===== config.mk =====
export PLATFORM = sky130hd
export DESIGN_NAME = seg7_scan_driver
export DESIGN_NICKNAME = d
export VERILOG_FILES = /design/src/rtl/seg7_pkg.sv /design/src/rtl/seg7_scan_driver_bcd_to_seg7.sv /design/src/rtl/seg7_scan_driver.sv
export SDC_FILE = /design/constraint.sdc
export NUM_CORES = 1
export LEC_CHECK = 0
export CORE_MARGIN = 2
export CORE_UTILIZATION = 30
export CTS_CLUSTER_DIAMETER = 60
export DETAILED_ROUTE_END_ITERATION = 8
export MAX_ROUTING_LAYER = met4
export PLACE_DENSITY = 0.47
export SLEW_MARGIN = 5
export SYNTH_ARGS = -nofsm -noshare
export SYNTH_HDL_FRONTEND = slang
export SYNTH_SLANG_ARGS = --single-unit

===== constraint.sdc =====
create_clock -name clk -period 2.45 [get_ports clk]
set_input_delay 0.49 -clock clk [delete_from_list [all_inputs] [get_ports clk]]
set_output_delay 0.49 -clock clk [all_outputs]
set_load 0.05 [all_outputs]

===== src/rtl/seg7_pkg.sv =====
`default_nettype none
// ============================================================================
//  Module      : seg7_pkg
//  Description : Shared definitions for the eight-digit seven-segment scan
//                driver: active-low segment patterns {g,f,e,d,c,b,a}, digit
//                count, scan FSM state encoding and an anode helper.
//  Revision    : 1.0 - initial release
// ============================================================================
package seg7_pkg;

    localparam int c_NUM_DIGITS = 8;
    localparam int c_DIGIT_W    = 3;

    // Active-low patterns, bit order {g,f,e,d,c,b,a}
    localparam logic [6:0] c_SEG_0     = 7'h40;
    localparam logic [6:0] c_SEG_1     = 7'h79;
    localparam logic [6:0] c_SEG_2     = 7'h24;
    localparam logic [6:0] c_SEG_3     = 7'h30;
    localparam logic [6:0] c_SEG_4     = 7'h19;
    localparam logic [6:0] c_SEG_5     = 7'h12;
    localparam logic [6:0] c_SEG_6     = 7'h02;
    localparam logic [6:0] c_SEG_7     = 7'h78;
    localparam logic [6:0] c_SEG_8     = 7'h00;
    localparam logic [6:0] c_SEG_9     = 7'h10;
    localparam logic [6:0] c_SEG_DASH  = 7'h3F;
    localparam logic [6:0] c_SEG_BLANK = 7'h7F;

    // Scan FSM: ON drives one anode, GUARD turns every anode off so the
    // segment lines can settle before the next digit is selected.
    typedef enum logic [0:0] {
        ST_ON    = 1'b0,
        ST_GUARD = 1'b1
    } scan_state_t;

    // Active-low one-cold anode vector selecting digit idx
    function automatic logic [7:0] anode_for(input logic [c_DIGIT_W-1:0] idx);
        return ~(8'(8'h01 << idx));
    endfunction

endpackage : seg7_pkg
`default_nettype wire


===== src/rtl/seg7_scan_driver_bcd_to_seg7.sv =====
`default_nettype none
// ============================================================================
//  Module      : bcd_to_seg7
//  Description : Combinational 4-bit code to active-low seven-segment
//                pattern {g,f,e,d,c,b,a}. Codes 0..9 give the decimal
//                glyphs; 10..15 give a dash so a bad converter result is
//                visible rather than silently wrong.
//  Ports       : i_code [3:0] - digit code
//                o_seg  [6:0] - active-low segment pattern
//  Revision    : 1.0 - initial release
// ============================================================================
module bcd_to_seg7
    import seg7_pkg::*;
(
    input  logic [3:0] i_code,
    output logic [6:0] o_seg
);

    always_comb begin
        o_seg = c_SEG_DASH;
        case (i_code)
            4'd0:    o_seg = c_SEG_0;
            4'd1:    o_seg = c_SEG_1;
            4'd2:    o_seg = c_SEG_2;
            4'd3:    o_seg = c_SEG_3;
            4'd4:    o_seg = c_SEG_4;
            4'd5:    o_seg = c_SEG_5;
            4'd6:    o_seg = c_SEG_6;
            4'd7:    o_seg = c_SEG_7;
            4'd8:    o_seg = c_SEG_8;
            4'd9:    o_seg = c_SEG_9;
            default: o_seg = c_SEG_DASH;
        endcase
    end

endmodule : bcd_to_seg7
`default_nettype wire


===== src/rtl/seg7_scan_driver.sv =====
`default_nettype none
// ============================================================================
//  Module      : seg7_scan_driver
//  Description : Time-multiplexed driver for an eight-digit common-anode
//                seven-segment display. Each digit is lit for ON_CYC cycles
//                followed by GUARD_CYC cycles with all anodes off. New data
//                is captured into a shadow register on load and transferred
//                to the display register only at a frame boundary, so a frame
//                never shows a mix of old and new digits.
//  Config      : SEG7_LZB_EN - when defined, leading zeros above both the
//                highest non-zero digit and the lit decimal point are blanked
//                (digit 0 is always shown).
//  Ports       : clk        - system clock
//                reset      - synchronous active-high reset
//                bcd_in     - eight BCD digits, [3:0] = digit 0
//                dp_en      - decimal point enable
//                dp_pos     - digit index carrying the decimal point
//                load       - one-cycle capture strobe
//                an         - anode enables, active-low, an[i] = digit i
//                seg        - segments {g,f,e,d,c,b,a}, active-low
//                dp         - decimal point segment, active-low
//                frame_tick - one-cycle pulse on the first cycle of digit 0
//  Revision    : 1.0 - initial release
// ============================================================================
module seg7_scan_driver
    import seg7_pkg::*;
#(
    parameter int unsigned ON_CYC    = 100000,
    parameter int unsigned GUARD_CYC = 1000
) (
    input  logic        clk,
    input  logic        reset,
    input  logic [31:0] bcd_in,
    input  logic        dp_en,
    input  logic [2:0]  dp_pos,
    input  logic        load,
    output logic [7:0]  an,
    output logic [6:0]  seg,
    output logic        dp,
    output logic        frame_tick
);

    // One counter is shared by both phases, so it is sized for the longer one
    localparam int unsigned c_CNT_MAX = (ON_CYC > GUARD_CYC) ? ON_CYC : GUARD_CYC;
    localparam int          c_CNT_W   = $clog2(c_CNT_MAX + 1);
    localparam logic [c_CNT_W-1:0] c_ON_LAST    = c_CNT_W'(ON_CYC - 1);
    localparam logic [c_CNT_W-1:0] c_GUARD_LAST = c_CNT_W'(GUARD_CYC - 1);
    localparam logic [c_DIGIT_W-1:0] c_LAST_DIGIT = c_DIGIT_W'(c_NUM_DIGITS - 1);

    // ------------------------------------------------------------------
    // Scan FSM state
    // ------------------------------------------------------------------
    scan_state_t          r_state;
    scan_state_t          w_state_nxt;
    logic [c_DIGIT_W-1:0] r_digit;
    logic [c_DIGIT_W-1:0] w_digit_nxt;
    logic [c_CNT_W-1:0]   r_cnt;
    logic [c_CNT_W-1:0]   w_cnt_nxt;
    logic                 w_frame_end;

    // ------------------------------------------------------------------
    // Shadow and display registers
    // ------------------------------------------------------------------
    logic [31:0]          r_shadow_bcd;
    logic                 r_shadow_dp_en;
    logic [c_DIGIT_W-1:0] r_shadow_dp_pos;
    logic [31:0]          r_disp_bcd;
    logic                 r_disp_dp_en;
    logic [c_DIGIT_W-1:0] r_disp_dp_pos;

    logic [3:0]           w_code;
    logic [6:0]           w_seg_dec;
    logic                 w_blank;
    logic                 w_dp_lit;

    always_ff @(posedge clk) begin
        if (reset) begin
            r_state <= ST_ON;
            r_digit <= '0;
            r_cnt   <= '0;
        end else begin
            r_state <= w_state_nxt;
            r_digit <= w_digit_nxt;
            r_cnt   <= w_cnt_nxt;
        end
    end

    always_comb begin
        w_state_nxt = r_state;
        w_digit_nxt = r_digit;
        w_cnt_nxt   = r_cnt + 1'b1;
        w_frame_end = 1'b0;
        case (r_state)
            ST_ON: begin
                if (r_cnt == c_ON_LAST) begin
                    w_state_nxt = ST_GUARD;
                    w_cnt_nxt   = '0;
                end
            end
            ST_GUARD: begin
                if (r_cnt == c_GUARD_LAST) begin
                    w_state_nxt = ST_ON;
                    w_cnt_nxt   = '0;
                    // 3-bit index wraps 7 -> 0 naturally
                    w_digit_nxt = r_digit + 1'b1;
                    w_frame_end = (r_digit == c_LAST_DIGIT);
                end
            end
            default: begin
                w_state_nxt = ST_ON;
                w_digit_nxt = '0;
                w_cnt_nxt   = '0;
            end
        endcase
    end

    // A load coinciding with the frame boundary lands in the shadow only;
    // the display register picks up the shadow contents from before the edge.
    always_ff @(posedge clk) begin
        if (reset) begin
            r_shadow_bcd    <= '0;
            r_shadow_dp_en  <= 1'b0;
            r_shadow_dp_pos <= '0;
            r_disp_bcd      <= '0;
            r_disp_dp_en    <= 1'b0;
            r_disp_dp_pos   <= '0;
        end else begin
            if (load) begin
                r_shadow_bcd    <= bcd_in;
                r_shadow_dp_en  <= dp_en;
                r_shadow_dp_pos <= dp_pos;
            end
            if (w_frame_end) begin
                r_disp_bcd      <= r_shadow_bcd;
                r_disp_dp_en    <= r_shadow_dp_en;
                r_disp_dp_pos   <= r_shadow_dp_pos;
            end
        end
    end

    // ------------------------------------------------------------------
    // Digit decode
    // ------------------------------------------------------------------
    assign w_code   = r_disp_bcd[{r_digit, 2'b00} +: 4];
    assign w_dp_lit = r_disp_dp_en && (r_digit == r_disp_dp_pos);

    bcd_to_seg7 u_bcd_to_seg7 (
        .i_code (w_code),
        .o_seg  (w_seg_dec)
    );

`ifdef SEG7_LZB_EN
    // Highest digit index holding a non-zero code; dash codes count as
    // non-zero so an invalid result is never hidden.
    logic [c_DIGIT_W-1:0] w_hi_nz;

    always_comb begin
        w_hi_nz = '0;
        for (int i = 1; i < c_NUM_DIGITS; i++) begin
            if (r_disp_bcd[i*4 +: 4] != 4'd0) begin
                w_hi_nz = c_DIGIT_W'(i);
            end
        end
    end

    // Keep every digit up to the decimal point so "0.05" style values
    // still show their leading zero before the point.
    assign w_blank = (r_digit != '0) &&
                     (r_digit > w_hi_nz) &&
                     (!r_disp_dp_en || (r_digit > r_disp_dp_pos));
`else
    assign w_blank = 1'b0;
`endif

    // ------------------------------------------------------------------
    // Registered outputs: reflect the state held during the previous cycle
    // ------------------------------------------------------------------
    always_ff @(posedge clk) begin
        if (reset) begin
            an         <= 8'hFF;
            seg        <= c_SEG_BLANK;
            dp         <= 1'b1;
            frame_tick <= 1'b0;
        end else begin
            frame_tick <= (r_state == ST_ON) && (r_digit == '0) && (r_cnt == '0);
            if (r_state == ST_ON) begin
                an  <= anode_for(r_digit);
                seg <= w_blank ? c_SEG_BLANK : w_seg_dec;
                dp  <= ~w_dp_lit;
            end else begin
                an  <= 8'hFF;
                seg <= c_SEG_BLANK;
                dp  <= 1'b1;
            end
        end
    end

endmodule : seg7_scan_driver
`default_nettype wire

==> results.md, run 1 <==
- Arrival time of data at the critical path endpoint: 2.35 ns
- Core area: 0.01531 sq mm
- Total clock sinks: 110
- Gate count of the mapped netlist: 480
- Clock slew at reported path FFs: 0.08 ns
- Fraction of synthesized cell area taken by the top area cell type: 46.60%
- # H-tree levels: 3
- Met2 capacity usage during global routing: 19.04%
- Fraction of registers with async set or reset after synthesis: 0%
- Global route overflow: 0
- Most used cells in the layout excluding fill and tap cells: 109 x dfxtp_1, 85 x nand2_1, 76 x mux2i_1
- Type of element capturing the critical path: flip-flop
- Grt met3 use: 3.055%
- Relative slew slack: 51.70%
- Final worst path period share: 87.46%
- Worst-margin pin slew: 0.7218 ns
- Initial standard-cell utilization of the core: 30.86%
- Critical path start-end classification: flip-flop to flip-flop
- Die width: 129.5 um
- Vias in the first global route: 3215
- Yosys top cell by area: dfxtp_1
- Final layout net count: 580
- First-pass GRT wire length: 16640 um
- CP required: 2.66 ns
- First DRT Iteration DRCs: 170
- TritonCTS clock tree: yes
- Final Hold Vio Count: 0
- Number of max-cap violations: 0
- Total negative setup slack: 0 ns
- Number of synthesized register bits: 110
- Most frequent standard cell in the layout excluding fill and tap cells: dfxtp_1
- Synthesized area per cell: 9.845 sq um
- EDFF count, synth: 0
- Final weighted congestion in routability-driven placement: 0.7883
- Number of warnings issued by yosys: 0
- Unrepaired setup endpoints after global routing: no
- Diode insertion count for antenna repair: 0
- Antenna violations before repair: 0
- Maximum root-to-sink buffer count: 2
- Register area share after synthesis: 46.60%
- Floorplan row count: 45
- Post-detailed-placement half-perimeter wirelength: 7297 um
- GRT Total Usage: 13.06%
- Drc violations: 0
- Cell depth of the worst hold path: 2
- Chip height: 129.5 um
- Max-slew violation total from the final report: 0
- Number of antenna-violating nets in the routed design: 0
- Routed wirelength normalized by instance count: 13.67 um
- M1 GR Usage: 17.82%
- Total Routed Length: 10160 um
- Number of iterations in the first detailed-routing pass: 4
- Maximum fanout encountered on the critical timing path: 7
- Ratio of routed vias to standard cells: 4.581
- Post-synthesis net count: 533
- Synth unique cells: 41
- Leakage power of the design: 2.124 nW
- Worst-case vdd ir drop: 348.5 uV
- Worst r2r path cells: 6
- Clock insertion delay at the later pin of the skew report: 0.35 ns
- Number of vias in the routed layout: 3404
- Total Die Area: 0.01677 sq mm
- Predominant post-synthesis flop cell: dfxtp_1
- Setup bufs post-CTS: 0
- Layout cell share with drive strength beyond 1: 9.023%
- Startpoint class of the critical path: flip-flop
- Num CTS Buffers: 9
- Layout fillers: 1578
- Summed area of non-filler cells in the final layout: 0.005796 sq mm
- Area grow syn2layout: 22.64%
- Status: finished, final reports clean
- Most used routing layer: met2
- Min cycle time layout: 2.143 ns
- Hold crit path type: flip-flop to flip-flop
- Maximum number of pins on one net before global-route repair: 57
- Max Clock Freq: 0.4667 GHz
- Area after detailed placement: 0.005490 sq mm
- Max Clock Skew: 0.01498 ns
- I/O pins: 56
- Pwr dens: 622.9 mW/mm^2
- Root buffer cell: clkbuf_16
- Top area cells in the synthesized netlist: dfxtp_1 47%, mux2i_1 16%, nand2_1 6.8%, mux4_2 3.8%, ha_1 3.7%
- Post-synthesis cell area: 0.004726 sq mm
- Final setup violation count: 0
- Number of input and output port buffers inserted: 55
==> stage by stage <==
stage               utilization (%)  total power [mW]  hold slack, ns  std cells  worst slack (ns)
floorplan                         -             2.043          0.3706        480            0.4081
global placement              35.85             2.156          0.4507        727            0.2418
detailed placement            35.85             2.160          0.4471        727            0.1582
CTS                           37.84             3.670          0.4650        743            0.1340
global route                  37.84             3.767          0.4829        743            0.1052
finish                        37.84             3.610          0.4584        743            0.3073
==> power by group <==
group	leakage (nW)	internal (mW)	total (mW)	switching [mW]
Sequential	0.898	1.83	1.86	0.0263
Combinational	1.08	0.122	0.252	0.129
Clock	0.146	0.812	1.50	0.686
==> worst max-delay path, stage by stage (launching register included) <==
cell and delay, ns:
dfxtp_2 0.46, mux4_2 0.52, mux2i_1 0.35, inv_1 0.15, ha_1 0.20, nor3_1 0.20
a22oi_1 0.13
==> registers in the layout, summed over array words and instances (netlist names), 3 cells and up <==
| signal | cells |
|---|---|
| r_cnt | 17 |
| seg | 7 |
| r_shadow_dp_pos | 3 |
| r_digit | 3 |
| an | 8 |
| r_shadow_bcd | 32 |
| r_disp_dp_pos | 3 |
| r_disp_bcd | 32 |
==> Yosys cell counts, types with 5 or more instances <==
| master | count |
|---|---|
| nor2_1 | 43 |
| xor2_1 | 5 |
| nand2_1 | 85 |
| xnor2_1 | 11 |
| a21oi_1 | 5 |
| nand3_1 | 9 |
| inv_1 | 12 |
| dfxtp_1 | 110 |
| nand4_1 | 7 |
| mux2i_1 | 76 |
| ha_1 | 14 |
| nor3_1 | 25 |
| clkbuf_1 | 19 |
| mux4_2 | 8 |
==> worst paths after layout <==
kind,slack [ns],from,to
setup / recovery,0.31,r_digit[0],seg[5]
hold / removal,0.46,r_shadow_bcd[29],r_disp_bcd[29]
setup reg to reg,0.31,r_digit[0],seg[5]
hold reg to reg,0.46,r_shadow_bcd[29],r_disp_bcd[29]
==> metal layers <==
layer,part of all wire [%],up-vias
met4,1.0,0
met1,53,1605
met3,3.1,7
li1,-,1745
met5,0,-
met2,43,47
==> cell type report <==
class | instances | area [sq um] | share of cell area [%]
clock inverters | 6 | 75.07 | 1.295
flip-flops and latches | 110 | 2203 | 38.02
well taps | 211 | 264.0 | 4.555
repair buffers | 64 | 645.6 | 11.14
clock buffers | 10 | 229.0 | 3.951
inverters | 14 | 52.55 | 0.9067
multi-input cells | 328 | 2326 | 40.13
==> what timing repair did <==
| item | CTS | global route |
|---|---|---|
| gates resized for setup | 0 | 1 |
| endpoints found under the setup margin | 0 | 1 |
| hold buffers | 0 | 0 |
==> cells by family (layout without fill, tap and decap cells) <==
group | after synthesis | after routing | synth area share, %
buffers and inverters | 42 | 94 | 4.209
AO/OA/AOI/OAI | 22 | 22 | 3.124
AND/OR/NAND/NOR | 187 | 187 | 18.22
flip-flops | 110 | 110 | 46.60
adder cells (fa/ha/maj) | 14 | 14 | 3.707
XOR/XNOR | 16 | 16 | 2.965
multiplexers | 89 | 89 | 21.18
No activity file was read; power rests on OpenSTA's default activity.
==> run 2: changes to the inputs <==
CORE_ASPECT_RATIO = 0.7   (was default)
SLEW_MARGIN = 20   (was 5)
==> run 2 against run 1 <==
Effect of this change:
- critical path type unchanged
- clock power is 4% higher
- flip-flop and latch count stayed put
- critical endpoint unchanged
- combinational power is 2% higher
- critical path depth is 1 higher
==> results.md, run 2 (synthesis results as in run 1) <==
- Hold crit path type: flip-flop to flip-flop
- Vias in the first global route: 3246
- Crit path cell chain: buf_4, mux4_2, mux2i_1, inv_1, ha_1, nor3_1, a22oi_1
- Hold-fix buffer count after cts: 0
- First DRT Iteration DRCs: 193
- Global route overflow: 0
- Worst-margin pin slew: 0.7633 ns
- Number of antenna-violating nets in the routed design: 0
- Switching Fraction: 22.28%
- Final setup violation count: 0
- Final worst path period share: 90.16%
- Met1 wire length: 5828 um
- Number of vias in the routed layout: 3483
- Power share of the combinational group: 7.0%
- Status: finished, final reports clean
- Hold path startpoint: r_disp_dp_en
- Biggest registers after layout: r_disp_bcd: 32 flops, r_shadow_bcd: 32 flops, r_cnt: 17 flops
- Arrival time of data at the critical path endpoint: 2.42 ns
- Startpoint class of the critical path: flip-flop
- Type of element capturing the critical path: flip-flop
- Relative slew slack: 48.92%
- Total clock sinks: 110
- Layout fillers: 1518
- Master of the slowest instance on the critical path: mux4_2
- Number of input and output port buffers inserted: 55
- Cells resized by post-CTS repair: 0
- Chip height: 109.0 um
- Area grow syn2layout: 22.82%
- Unrepaired setup endpoints after global routing: no
- Max Clock Skew: 0.006863 ns
- Ratio of routed vias to standard cells: 4.752
- Total negative setup slack: 0 ns
- Area of the multi-input gates: 0.002326 sq mm
- Critical path startpoint: r_digit[0]
- Final layout net count: 581
- Worst hold slack across all endpoints: 0.4030 ns
- Most used cells in the layout excluding fill and tap cells: 110 x dfxtp_1, 85 x nand2_1, 76 x mux2i_1
- CP required: 2.67 ns
- Final weighted congestion in routability-driven placement: 0.8452
- Drc violations: 0
- Total Die Area: 0.01679 sq mm
- Post-detailed-placement half-perimeter wirelength: 7632 um
- Critical path start-end classification: flip-flop to flip-flop
- Routed wirelength normalized by instance count: 14.63 um
- Setup bufs post-CTS: 0
- Diode insertion count for antenna repair: 0
- First-pass GRT wire length: 17390 um
- Topmost layer with routed signal wires: met4
- Switching power: 819.1 uW
- Clock slew at reported path FFs: 0.07 ns
- Root buffer cell: clkbuf_16
- Number of max-cap violations: 0
- Maximum number of pins on one net before global-route repair: 73
- Antenna violations before repair: 0
- Storage element area: 0.002202 sq mm
- Area after detailed placement: 0.005484 sq mm
- Placed Cells incl. Taps: 717
- Max Clock Freq: 0.4527 GHz
- Max-slew violation total from the final report: 0
- Number of iterations in the first detailed-routing pass: 5
- GRT Total Usage: 13.52%
- Reg2Reg Launch Point: r_digit[0]
- Layout cell share with drive strength beyond 1: 9.193%
- Min cycle time layout: 2.209 ns
- Floorplan row count: 38
- Maximum fanout encountered on the critical timing path: 9
- Biggest cell delay along the critical path: 0.52 ns
- Met3 wire length: 634 um
- Final core utilization: 37.56%
- Core area: 0.01545 sq mm
- Worst-case vdd ir drop: 281.3 uV
- # H-tree levels: 3
- TritonCTS clock tree: yes
- Clock insertion delay at the later pin of the skew report: 0.34 ns
- Most frequent standard cell in the layout excluding fill and tap cells: dfxtp_1
- Length of routed met2 wiring: 4194 um
- Summed area of non-filler cells in the final layout: 0.005804 sq mm
- Sequential Power Share: 50.6%
- Pwr dens: 633.3 mW/mm^2
- Die width: 154.0 um
- Num CTS Buffers: 9
- Maximum root-to-sink buffer count: 2
- Total Routed Length: 10730 um
- I/O pins: 56
- Leakage power of the design: 2.139 nW
- Cell Count, Final, Fillers Out: 733
- Final Hold Vio Count: 0
- Clock power share: 42.4%
- Initial standard-cell utilization of the core: 30.58%
- Internal power: 2.857 mW
==> run 2: per-stage QoR <==
stage	power, mW	setup slack, ns
final	3.676	0.2411
after global placement	2.158	0.3374
after detailed placement	2.164	0.2665
after global routing	3.839	0.04919
after floorplan	2.043	0.4081
after CTS	3.736	0.2537
==> run 2: cell type report <==
cell class                 instances  share of cell area, %
clock buffer                       9                  3.880
clock inverter                     7                  1.638
sequential                       110                  37.94
multi-input combinational        328                  40.07
inverter                          14                 0.9054
timing repair buffer              65                  11.25
tap                              200                  4.311
==> run 2: final timing paths <==
path / depth (start not counted) / endpoint / slack (ns)
setup / recovery: 7 / seg[5] / 0.24
hold / removal: 1 / dp / 0.40
setup reg to reg: 7 / seg[5] / 0.24
hold reg to reg: 1 / dp / 0.40
==> run 2: critical path: cells and delay by family, from the launching register on <==
family	cells	cell delay, ns
simple gates	1	0.20
compound gates	1	0.12
flops	1	0.33
mux	2	0.87
buf+inv	2	0.35
fa+ha+maj	1	0.22
==> run 2: power by group through the flow <==
stage / Combinational, mW / Sequential, mW / Clock [mW]
after global routing: 0.281 / 1.87 / 1.69
after detailed placement: 0.261 / 1.90 / 0
after CTS: 0.262 / 1.86 / 1.61
after global placement: 0.255 / 1.90 / 0
after floorplan: 0.122 / 1.92 / 0
final: 0.256 / 1.86 / 1.56
==> run 2: metal layers <==
| metal | GRT usage [%] | vias up |
|---|---|---|
| met3 | 3.736 | 9 |
| met2 | 18.16 | 96 |
| met1 | 19.86 | 1641 |
| li1 | - | 1737 |
| met5 | - | - |
| met4 | 3.004 | 0 |
==> run 3: changes to the inputs <==
SETUP_SLACK_MARGIN = 0.4   (was default)
SLEW_MARGIN = default   (was 20)
==> run 3 against run 2 <==
Effect of this change:
- routed wire length up 2.6%
- total power increased by 0.17%
- global-route usage about the same
- final cell count increased by 0.82%
- sequential share of layout area decreased by 0.70 points
- flip-flop and latch count unchanged
- design area up 2.2%
- combinational power barely moved
- non-clock buffer count is 6 higher
- sequential power is essentially flat
- clock power about the same
- clock skew grew 0.0010 ns
- critical path type unchanged
- critical endpoint is now seg[1]
- highest routed layer unchanged
==> results.md, run 3 (synthesis results as in run 1) <==
- Status: finished, final reports clean
- Placed Cells incl. Taps: 717
- Clock power share: 42.5%
- Internal power: 2.857 mW
- Total clock sinks: 110
- Max Clock Freq: 0.5059 GHz
- Hold-fix buffer count after cts: 0
- GRT Total Usage: 13.53%
- Max Clock Skew: 0.007865 ns
- Cell depth of the worst hold path: 1
- Core area: 0.01545 sq mm
- Number of vias in the routed layout: 3488
- Number of max-cap violations: 0
- Number of input and output port buffers inserted: 55
- Leakage power of the design: 2.180 nW
- Num CTS Buffers: 9
- Clock slew at reported path FFs: 0.07 ns
- Relative slew slack: 48.46%
- Number of antenna-violating nets in the routed design: 0
- Routed wirelength normalized by instance count: 14.90 um
- Most used routing layer: met1
- Switching power: 825.0 uW
- Biggest registers after layout: r_disp_bcd: 32 flops, r_shadow_bcd: 32 flops, r_cnt: 17 flops
- Arrival time of data at the critical path endpoint: 2.18 ns
- Final worst path period share: 80.68%
- Area grow syn2layout: 25.50%
- Die width: 154.0 um
- Met2 capacity usage during global routing: 18.35%
- Layout cell share with drive strength beyond 1: 12.43%
- Setup slack of the most critical reg-to-reg path: 0.47 ns
- Power share of the combinational group: 7.0%
- Reg2Reg Launch Point: r_digit[0]
- Drc violations: 0
- Global route overflow: 0
- Max-slew violation total from the final report: 0
- Worst-margin pin slew: 0.7703 ns
- Total Routed Length: 11010 um
- Area of the multi-input gates: 0.002380 sq mm
- Final weighted congestion in routability-driven placement: 0.8452
- Maximum fanout encountered on the critical timing path: 6
- Sequential Power Share: 50.5%
- CP required: 2.65 ns
- Worst hold slack across all endpoints: 0.4031 ns
- Total power: 3.682 mW
- Maximum number of pins on one net before global-route repair: 73
- Post-detailed-placement half-perimeter wirelength: 7632 um
- Most frequent standard cell in the layout excluding fill and tap cells: dfxtp_1
- Critical path start-end classification: flip-flop to flip-flop
- Most used cells in the layout excluding fill and tap cells: 105 x dfxtp_1, 85 x nand2_1, 75 x mux2i_1
- Chip height: 109.0 um
- Cell Count, Final, Fillers Out: 739
- Type of element capturing the critical path: flip-flop
- M1 GR Usage: 19.74%
- Startpoint class of the critical path: flip-flop
- Hold path startpoint: r_disp_dp_en
- Endpoint, Worst Hold: dp
- Worst-case vdd ir drop: 281.7 uV
- Antenna violations before repair: 0
- # H-tree levels: 3
- Total negative setup slack: 0 ns
- Final layout net count: 587
- Crit path cell chain: buf_6, mux4_2, mux2_4, inv_2, ha_4, a21oi_2, o21ai_1
- First DRT Iteration DRCs: 162
- Worst Setup Slack, final: 0.4734 ns
- Switching Fraction: 22.40%
- Vias in the first global route: 3261
- Biggest cell delay along the critical path: 0.53 ns
- Pwr dens: 620.9 mW/mm^2
- Worst r2r path cells: 7
- Unrepaired setup endpoints after global routing: no
- Final setup violation count: 0
- I/O pins: 56
- Storage element area: 0.002208 sq mm
- Initial standard-cell utilization of the core: 30.58%
- Root buffer cell: clkbuf_16
- Grt met3 use: 3.736%
- Critical register-to-register path endpoint: seg[1]
- Worst slack, placed: 0.2665 ns
- Layout fillers: 1500
- Total Die Area: 0.01679 sq mm
- Hold crit path type: flip-flop to flip-flop
- Diode insertion count for antenna repair: 0
- Floorplan row count: 38
- TritonCTS clock tree: yes
- First-pass GRT wire length: 17420 um
- Min cycle time layout: 1.977 ns
- Ratio of routed vias to standard cells: 4.720
- Clock insertion delay at the later pin of the skew report: 0.35 ns
- Maximum root-to-sink buffer count: 2
- Final Hold Vio Count: 0
- Master of the slowest instance on the critical path: mux4_2
- Number of iterations in the first detailed-routing pass: 5
[run 3: cell type report]
cell class / count / area share, %
clock buffer: 9 / 3.797
inverter: 14 / 0.8861
timing repair buffer: 71 / 12.13
multi-input combinational: 328 / 40.13
clock inverter: 7 / 1.603
sequential: 110 / 37.24
tap: 200 / 4.219
[run 3: routing by layer]
layer / wire, um / vias to the layer above / part of all wire [%]
li1: - / 1751 / -
met1: 6017 / 1666 / 55
met2: 4477 / 67 / 41
met3: 481 / 4 / 4.4
met4: 32 / 0 / 0.29
met5: 0 / - / 0
[run 3: timing repair]
item,4_1_cts,5_1_grt
setup endpoints to repair,6,45
pin swaps,0,1
resized for setup,6,10
setup buffers,3,2
endpoints found under the hold margin,0,0
cloned,0,1
[run 3: worst max-delay path by stage]
stage          slack [ns]       start     end  cells past startpoint
6_report             0.47  r_digit[0]  seg[1]                      7
3_5_place_dp         0.27  r_digit[0]  seg[5]                      7
2_1_floorplan        0.41  r_digit[0]  seg[1]                      7
4_1_cts              0.43  r_digit[0]  seg[1]                      7
5_1_grt              0.40  r_digit[0]  seg[3]                      7
3_3_place_gp         0.34  r_digit[0]  seg[1]                      7
[run 3: critical path: cells and delay by family (launching register included)]
kind,cells,cell delay (ns)
mux,2,0.86
flops,1,0.34
buf+inv,2,0.23
fa+ha+maj,1,0.21
compound gates,2,0.19
[run 3: stage by stage]
step / area [sq um] / util [%]
after floorplan: 4726 / -
after global placement: 5484 / 35.49
after detailed placement: 5484 / 35.49
after CTS: 5848 / 37.85
after global routing: 5931 / 38.38
final: 5931 / 38.38
[run 3: power by group through the flow]
| stage | Sequential [mW] | Combinational, mW | Clock [mW] |
|---|---|---|---|
| after floorplan | 1.92 | 0.122 | 0 |
| after global placement | 1.90 | 0.255 | 0 |
| after detailed placement | 1.90 | 0.261 | 0 |
| after CTS | 1.86 | 0.262 | 1.61 |
| after global routing | 1.87 | 0.282 | 1.69 |
| final | 1.86 | 0.257 | 1.56 |
==> variant 1, RTL diff (settings of run 3) <==
The option `SEG7_LZB_EN` is turned on by a define.
--- a/src/rtl/seg7_scan_driver.sv
+++ b/src/rtl/seg7_scan_driver.sv
@@ -24,2 +24,4 @@
 // ============================================================================
+`define SEG7_LZB_EN
+
 module seg7_scan_driver
Behaviour: no difference found for any inputs over 10 cycles, from zero or initial values and one cycle with reset high; that may be too few to reach the edited logic, so the function may still have changed.
==> variant 1 against run 3 <==
- die area is 2.3% higher
- critical endpoint is now seg[0]$_SDFF_PP1_
- worst setup slack worse by 0.18 ns
- largest power group unchanged
- sequential share of layout area is 1.2 points lower
- area after synthesis is 2.3% higher
- power is 5.9% higher
- sequential cell count stayed put
- clock skew is 0.0020 ns higher
- critical path type unchanged
- design area is 3.4% higher
- core utilization is 0.82 points higher
- worst hold slack better by 0.0061 ns
- first-iteration DRC count is 15% higher
- routed wire length is 0.38% lower
==> variant 1: results (changes against run 3) <==
| Metric | Value |
|---|---|
| CP arrival | 2.44 ns (+0.26 ns) |
| Fraction of area in non-clock buffers | 0.123 (+0.00173) |
| Worst setup path endpoint | seg[0]$_SDFF_PP1_ |
| WL met2 | 4370 µm (-2.4%) |
| Top post-synthesis cells by count | dfxtp_1 (110), nor2_1 (69), nand2_1 (63) |
| Maximum VDD drop | 0.000440 V (+56%) |
| Clock skew | 0.00989 ns (+0.00202 ns) |
| Hold Startpoint | reset |
| Multi-input gates | 351 (+7.0%) |
| Initial drt markers | 186 (+15%) |
| Clk_lat worst skew | between 0.3 and 0.4 ns |
| Yosys cell types | 44 (+7.3%) |
| First-pass GRT wire length | 17800 µm (+2.4%) |
| Worst Reg-to-Reg Cells | 10 (+3) |
| Critical Path Fanout Max | 7 (+1) |
| Status | complete, no violations |
| Placer Congestion | 0.835 (-1.2%) |
| Share of layout cells above drive strength 1 | 0.232 (+0.108) |
| NetSw | 0.819 mW (-0.69%) |
| Hold depth | 2 (+1) |
| DP Wirelength | 7740 µm (+1.4%) |
| WL met3 | 397 µm (-17%) |
| Drt pass-1 iters | 4 (-1) |
| Layout Cells excl Fill | 765 (+3.5%) |
| # placed instances | 745 (+3.9%) |
| Footprint of the multi-input gates | 2490 µm² (+4.8%) |
| Clkbuf count | 10 (+1) |
| Post-Syn Nets | 558 (+4.7%) |
| Ranking of synthesized cells by area | dfxtp_1 (46%), mux2i_1 (8.7%), a21oi_2 (5.4%), nor2_1 (5.4%), ha_1 (4.9%) |
| Vias in the first global route | 3378 (+3.6%) |
| Post-Route M1 WL | 6090 µm (+1.1%) |
| Mean routed wirelength per cell | 14.3 µm (-3.8%) |
| Reg2reg setup slack | 0.29 ns (-0.18 ns) |
| Hold/Removal Path Class | in2reg |
| RR Startpoint | r_disp_bcd[22]$_SDFFE_PP0P_ |
| GR Util All Layers | 0.137 (+0.00138) |
| Vias per cell | 4.63 (-2.0%) |
| Register area share after synthesis | 0.455 (-0.0106) |
| Global routing usage on met3 | 0.0324 (-0.00491) |
| Slew @ Worst Pin | 0.672 ns (-0.0980 ns) |
| Layout fillers | 1573 (+4.9%) |
| Root Buffer | clkbuf_16 |
| Leak | 2.32 nW (+6.5%) |
| Largest registers | r_disp_bcd: 32 flops, r_shadow_bcd: 32 flops, r_cnt: 17 flops |
| Clock tree buffer depth | 2 (unchanged) |
| Fin nets | 618 (+5.3%) |
| Non-clock buffer total of the final layout | 74 (+4.2%) |
| M1 GR Usage | 0.198 (+0.000769) |
| Avg Cell Area, Syn | 9.67 µm² (-1.8%) |
==> variant 1: cell count changes after synthesis, sizes merged, moves of 8 or more <==
cell,delta
nand2,+8
nor3,-25
mux2i,-34
nor2,+26
a21oi,+35
==> variant 1: critical path, cell delays in order (launching register included) <==
cell and delay [ns]:
dfxtp_2 0.32, or4_4 0.52, nand2b_4 0.16, a21oi_2 0.09, nor2_1 0.05, ha_1 0.29
nand2b_1 0.06, a22o_1 0.18, o21ai_2 0.16, nand3_4 0.13, o21ai_1 0.11
==> variant 1: cell families after synthesis <==
family	count (synthesis)	synth area share
AND/OR/NAND/NOR	208	0.206
flip-flops	110	0.455
AO/OA/AOI/OAI	55	0.0841
multiplexers	53	0.131
buffers and inverters	39	0.0455
adder cells (fa/ha/maj)	19	0.0492
XOR/XNOR	16	0.0290
==> variant 1: power groups by stage <==
stage          Sequential, mW  Combinational [mW]  Clock, mW
3_3_place_gp             1.91               0.236          0
6_report                 1.87               0.238       1.80
4_1_cts                  1.87               0.241       1.85
5_1_grt                  1.87               0.261       1.92
2_1_floorplan            1.93               0.109          0
3_5_place_dp             1.91               0.240          0
==> variant 1: repair_timing <==
| action | CTS | global route |
|---|---|---|
| endpoints found under the setup margin | 24 | 52 |
| cloned | 0 | 1 |
| pin swaps | 8 | 3 |
| hold buffers | 0 | 0 |
| setup buffers | 1 | 2 |
| resized for setup | 7 | 12 |
==> variant 1: through the flow <==
step,hold slack (ns),instance area [µm²],power [mW],setup slack (ns),util
after CTS,0.403,6020,3.96,0.233,0.385
after global placement,0.441,5620,2.14,0.257,0.359
final,0.409,6130,3.90,0.291,0.392
after floorplan,0.420,4880,2.04,0.407,-
after global routing,0.420,6130,4.05,0.170,0.392
after detailed placement,0.449,5620,2.15,0.159,0.359
==> variant 2, RTL diff (config.mk and constraints of run 3) <==
Without the edit above. The output `frame_tick` loses its register stage (`frame_tick` becomes a continuous assignment). Comments in the files are not updated.
--- a/src/rtl/seg7_scan_driver.sv
+++ b/src/rtl/seg7_scan_driver.sv
@@ -182,5 +182,3 @@
             dp         <= 1'b1;
-            frame_tick <= 1'b0;
         end else begin
-            frame_tick <= (r_state == ST_ON) && (r_digit == '0) && (r_cnt == '0);
             if (r_state == ST_ON) begin
@@ -197,2 +195,4 @@
 
+    assign frame_tick = (r_state == ST_ON) && (r_digit == '0) && (r_cnt == '0);
+
 endmodule : seg7_scan_driver
Behaviour: not the same (a bounded check fails within 4 cycles, from zero or initial values and one cycle with reset high).
==> variant 2 against run 3 <==
- sequential share of layout area down 0.25 points
- synthesized cell count decreased by 2.1%
- worst setup slack got worse by 0.28 ns
- global-route usage shrank 0.53 points
- sequential cell count fell by 1
- critical path depth down 3
- power is 2.2% lower
- area after synthesis is 0.34% lower
- core utilization up 0.094 points
- design area about the same
- via count shrank 4.0%
- routed wire length down 5.8%
- critical endpoint is now frame_tick
- highest routed layer unchanged
==> variant 2: results (changes against run 3) <==
| Metric | Value |
|---|---|
| Asr flop ratio synth | 0 (unchanged) |
| Worst r2r dst | r_cnt[12]$_SDFF_PP0_ |
| Hold/Removal Path Class | in2reg |
| CP max-delay cell | or4_4 |
| GR Util All Layers | 0.130 (-0.00527) |
| Synth warnings | 0 (unchanged) |
| Reg2reg setup slack | 0.38 ns (-0.09 ns) |
| Worst Reg-to-Reg Cells | 5 (-2) |
| Layout fillers | 1553 (+3.5%) |
| Headroom to the max-slew limit | 0.657 (+0.173) |
| Leak | 2.27 nW (+4.1%) |
| Min cycle time layout | 2.26 ns (+0.279 ns) |
| Root Buffer | clkbuf_16 |
| Post-synthesis mux area share | 0.128 (-0.0835) |
| Pre-CTS setup slack | 0.104 ns (-0.162 ns) |
| Fin nets | 592 (+0.85%) |
| Adder-cell area share of the yosys netlist | 0.0372 (+0.000128) |
| Register area share after synthesis | 0.463 (-0.00264) |
| Hold depth | 2 (+1) |
| Post-Syn Nets | 523 (-1.9%) |
| Share of layout cells above drive strength 1 | 0.263 (+0.139) |
| H-Tree Depth | 3 (unchanged) |
| Sw Share | 0.223 (-0.00112) |
| Post-Synth XOR/XNOR Area | 0.0353 (+0.00568) |
| Hold EP | r_disp_bcd[4]$_SDFFE_PP0P_ |
| RR Startpoint | r_cnt[14]$_SDFF_PP0_ |
| Drt pass-1 iters | 4 (-1) |
| # diodes | 0 (unchanged) |
| Synth Area in Compound Gates | 0.0853 (+0.0540) |
| Crit. Startpoint | r_cnt[4]$_SDFF_PP0_ |
| Mean routed wirelength per cell | 13.9 µm (-6.5%) |
| Hold Slack | 0.424 ns (+0.0208 ns) |
| Vias in the first global route | 3210 (-1.6%) |
| CTS clk-pin slew, worst paths | 0.07 ns (about the same) |
| DP Wirelength | 7200 µm (-5.7%) |
| Initial drt markers | 119 (-27%) |
| First-pass GRT wire length | 16700 µm (-4.4%) |
| Placer Congestion | 0.859 (+1.6%) |
| Vias per cell | 4.50 (-4.6%) |
| Pin count of the biggest net entering global routing | 37 (-49%) |
| Critical path's top delay family | simple AND/OR/NAND/NOR gates |
| Placed Area | 5360 µm² (-2.3%) |
| Largest registers | r_disp_bcd: 32 flops, r_shadow_bcd: 32 flops, r_cnt: 17 flops |
| CP peak stage delay | 0.55 ns (+0.02 ns) |
| Status | complete, no violations |
| Worst setup path endpoint | frame_tick |
| Maximum VDD drop | 0.000314 V (+12%) |
| Clock skew | 0.00890 ns (+0.00104 ns) |
| Ranking of synthesized cells by area | dfxtp_1 (46%), mux2i_1 (8.3%), a21oi_2 (5.6%), nor2_1 (5.0%), nand2_1 (4.4%) |
| Top post-synthesis cells by count | dfxtp_1 (109), nor2_1 (63), nand2_1 (55) |
| CP arrival | 1.77 ns (-0.41 ns) |
| Initial antenna violation count | 0 (unchanged) |
| Critical Path Fanout Max | 2 (-4) |
| CTS Buf Count | 9 (unchanged) |
| Hold Startpoint | reset |
| Clock tree buffer depth | 2 (unchanged) |
| Clk_lat worst skew | 0.34 ns |
| Final Hold Vio Count | 0 (unchanged) |
==> variant 2: changes by cell type after synthesis, moves of 7 or more <==
cell	change
a21oi_1	+7
a21oi_2	+30
clkbuf_1	-13
mux2i_1	-37
nand2_1	-30
nand2_2	+30
nor2_1	+20
nor3_1	-22
xor2_1	+8
==> variant 2: cell type report <==
| class | instances | area, µm² | area share |
|---|---|---|---|
| inverters | 9 | 33.8 | 0.00570 |
| well taps | 200 | 250 | 0.0422 |
| repair buffers | 86 | 823 | 0.139 |
| clock buffers | 12 | 256 | 0.0433 |
| multi-input cells | 324 | 2320 | 0.391 |
| flip-flops and latches | 109 | 2190 | 0.370 |
| clock inverters | 4 | 55.1 | 0.00929 |
==> variant 2: per-layer routing <==
| layer | GRT usage | vias to the layer above | part of all wire | routed length (µm) |
|---|---|---|---|---|
| li1 | - | 1719 | - | - |
| met3 | 0.0322 | 7 | 0.032 | 327 |
| met1 | 0.189 | 1572 | 0.56 | 5820 |
| met4 | 0.0374 | 0 | 0.0086 | 89 |
| met5 | - | - | 0 | 0 |
| met2 | 0.177 | 51 | 0.40 | 4130 |
==> variant 2: power groups by stage <==
stage	sequential [mW]	combinational, mW	clock (mW)
after floorplan	1.90	0.130	0
after global placement	1.89	0.249	0
after detailed placement	1.89	0.253	0
after CTS	1.85	0.257	1.56
after global routing	1.85	0.275	1.64
final	1.85	0.253	1.50
==> variant 2: stage by stage <==
stage	total power [mW]	instances	utilization
finish	3.60	744	0.385
global route	3.76	744	0.385
CTS	3.66	735	0.376
detailed placement	2.14	708	0.348
global placement	2.14	708	0.348
floorplan	2.03	470	-
==> variant 2: repair_timing <==
action | 4_1_cts | 5_1_grt
pin swaps | 4 | 4
resized for setup | 13 | 14
buffers inserted | 11 | 8
gates cloned | 0 | 1
endpoints found under the setup margin | 25 | 59
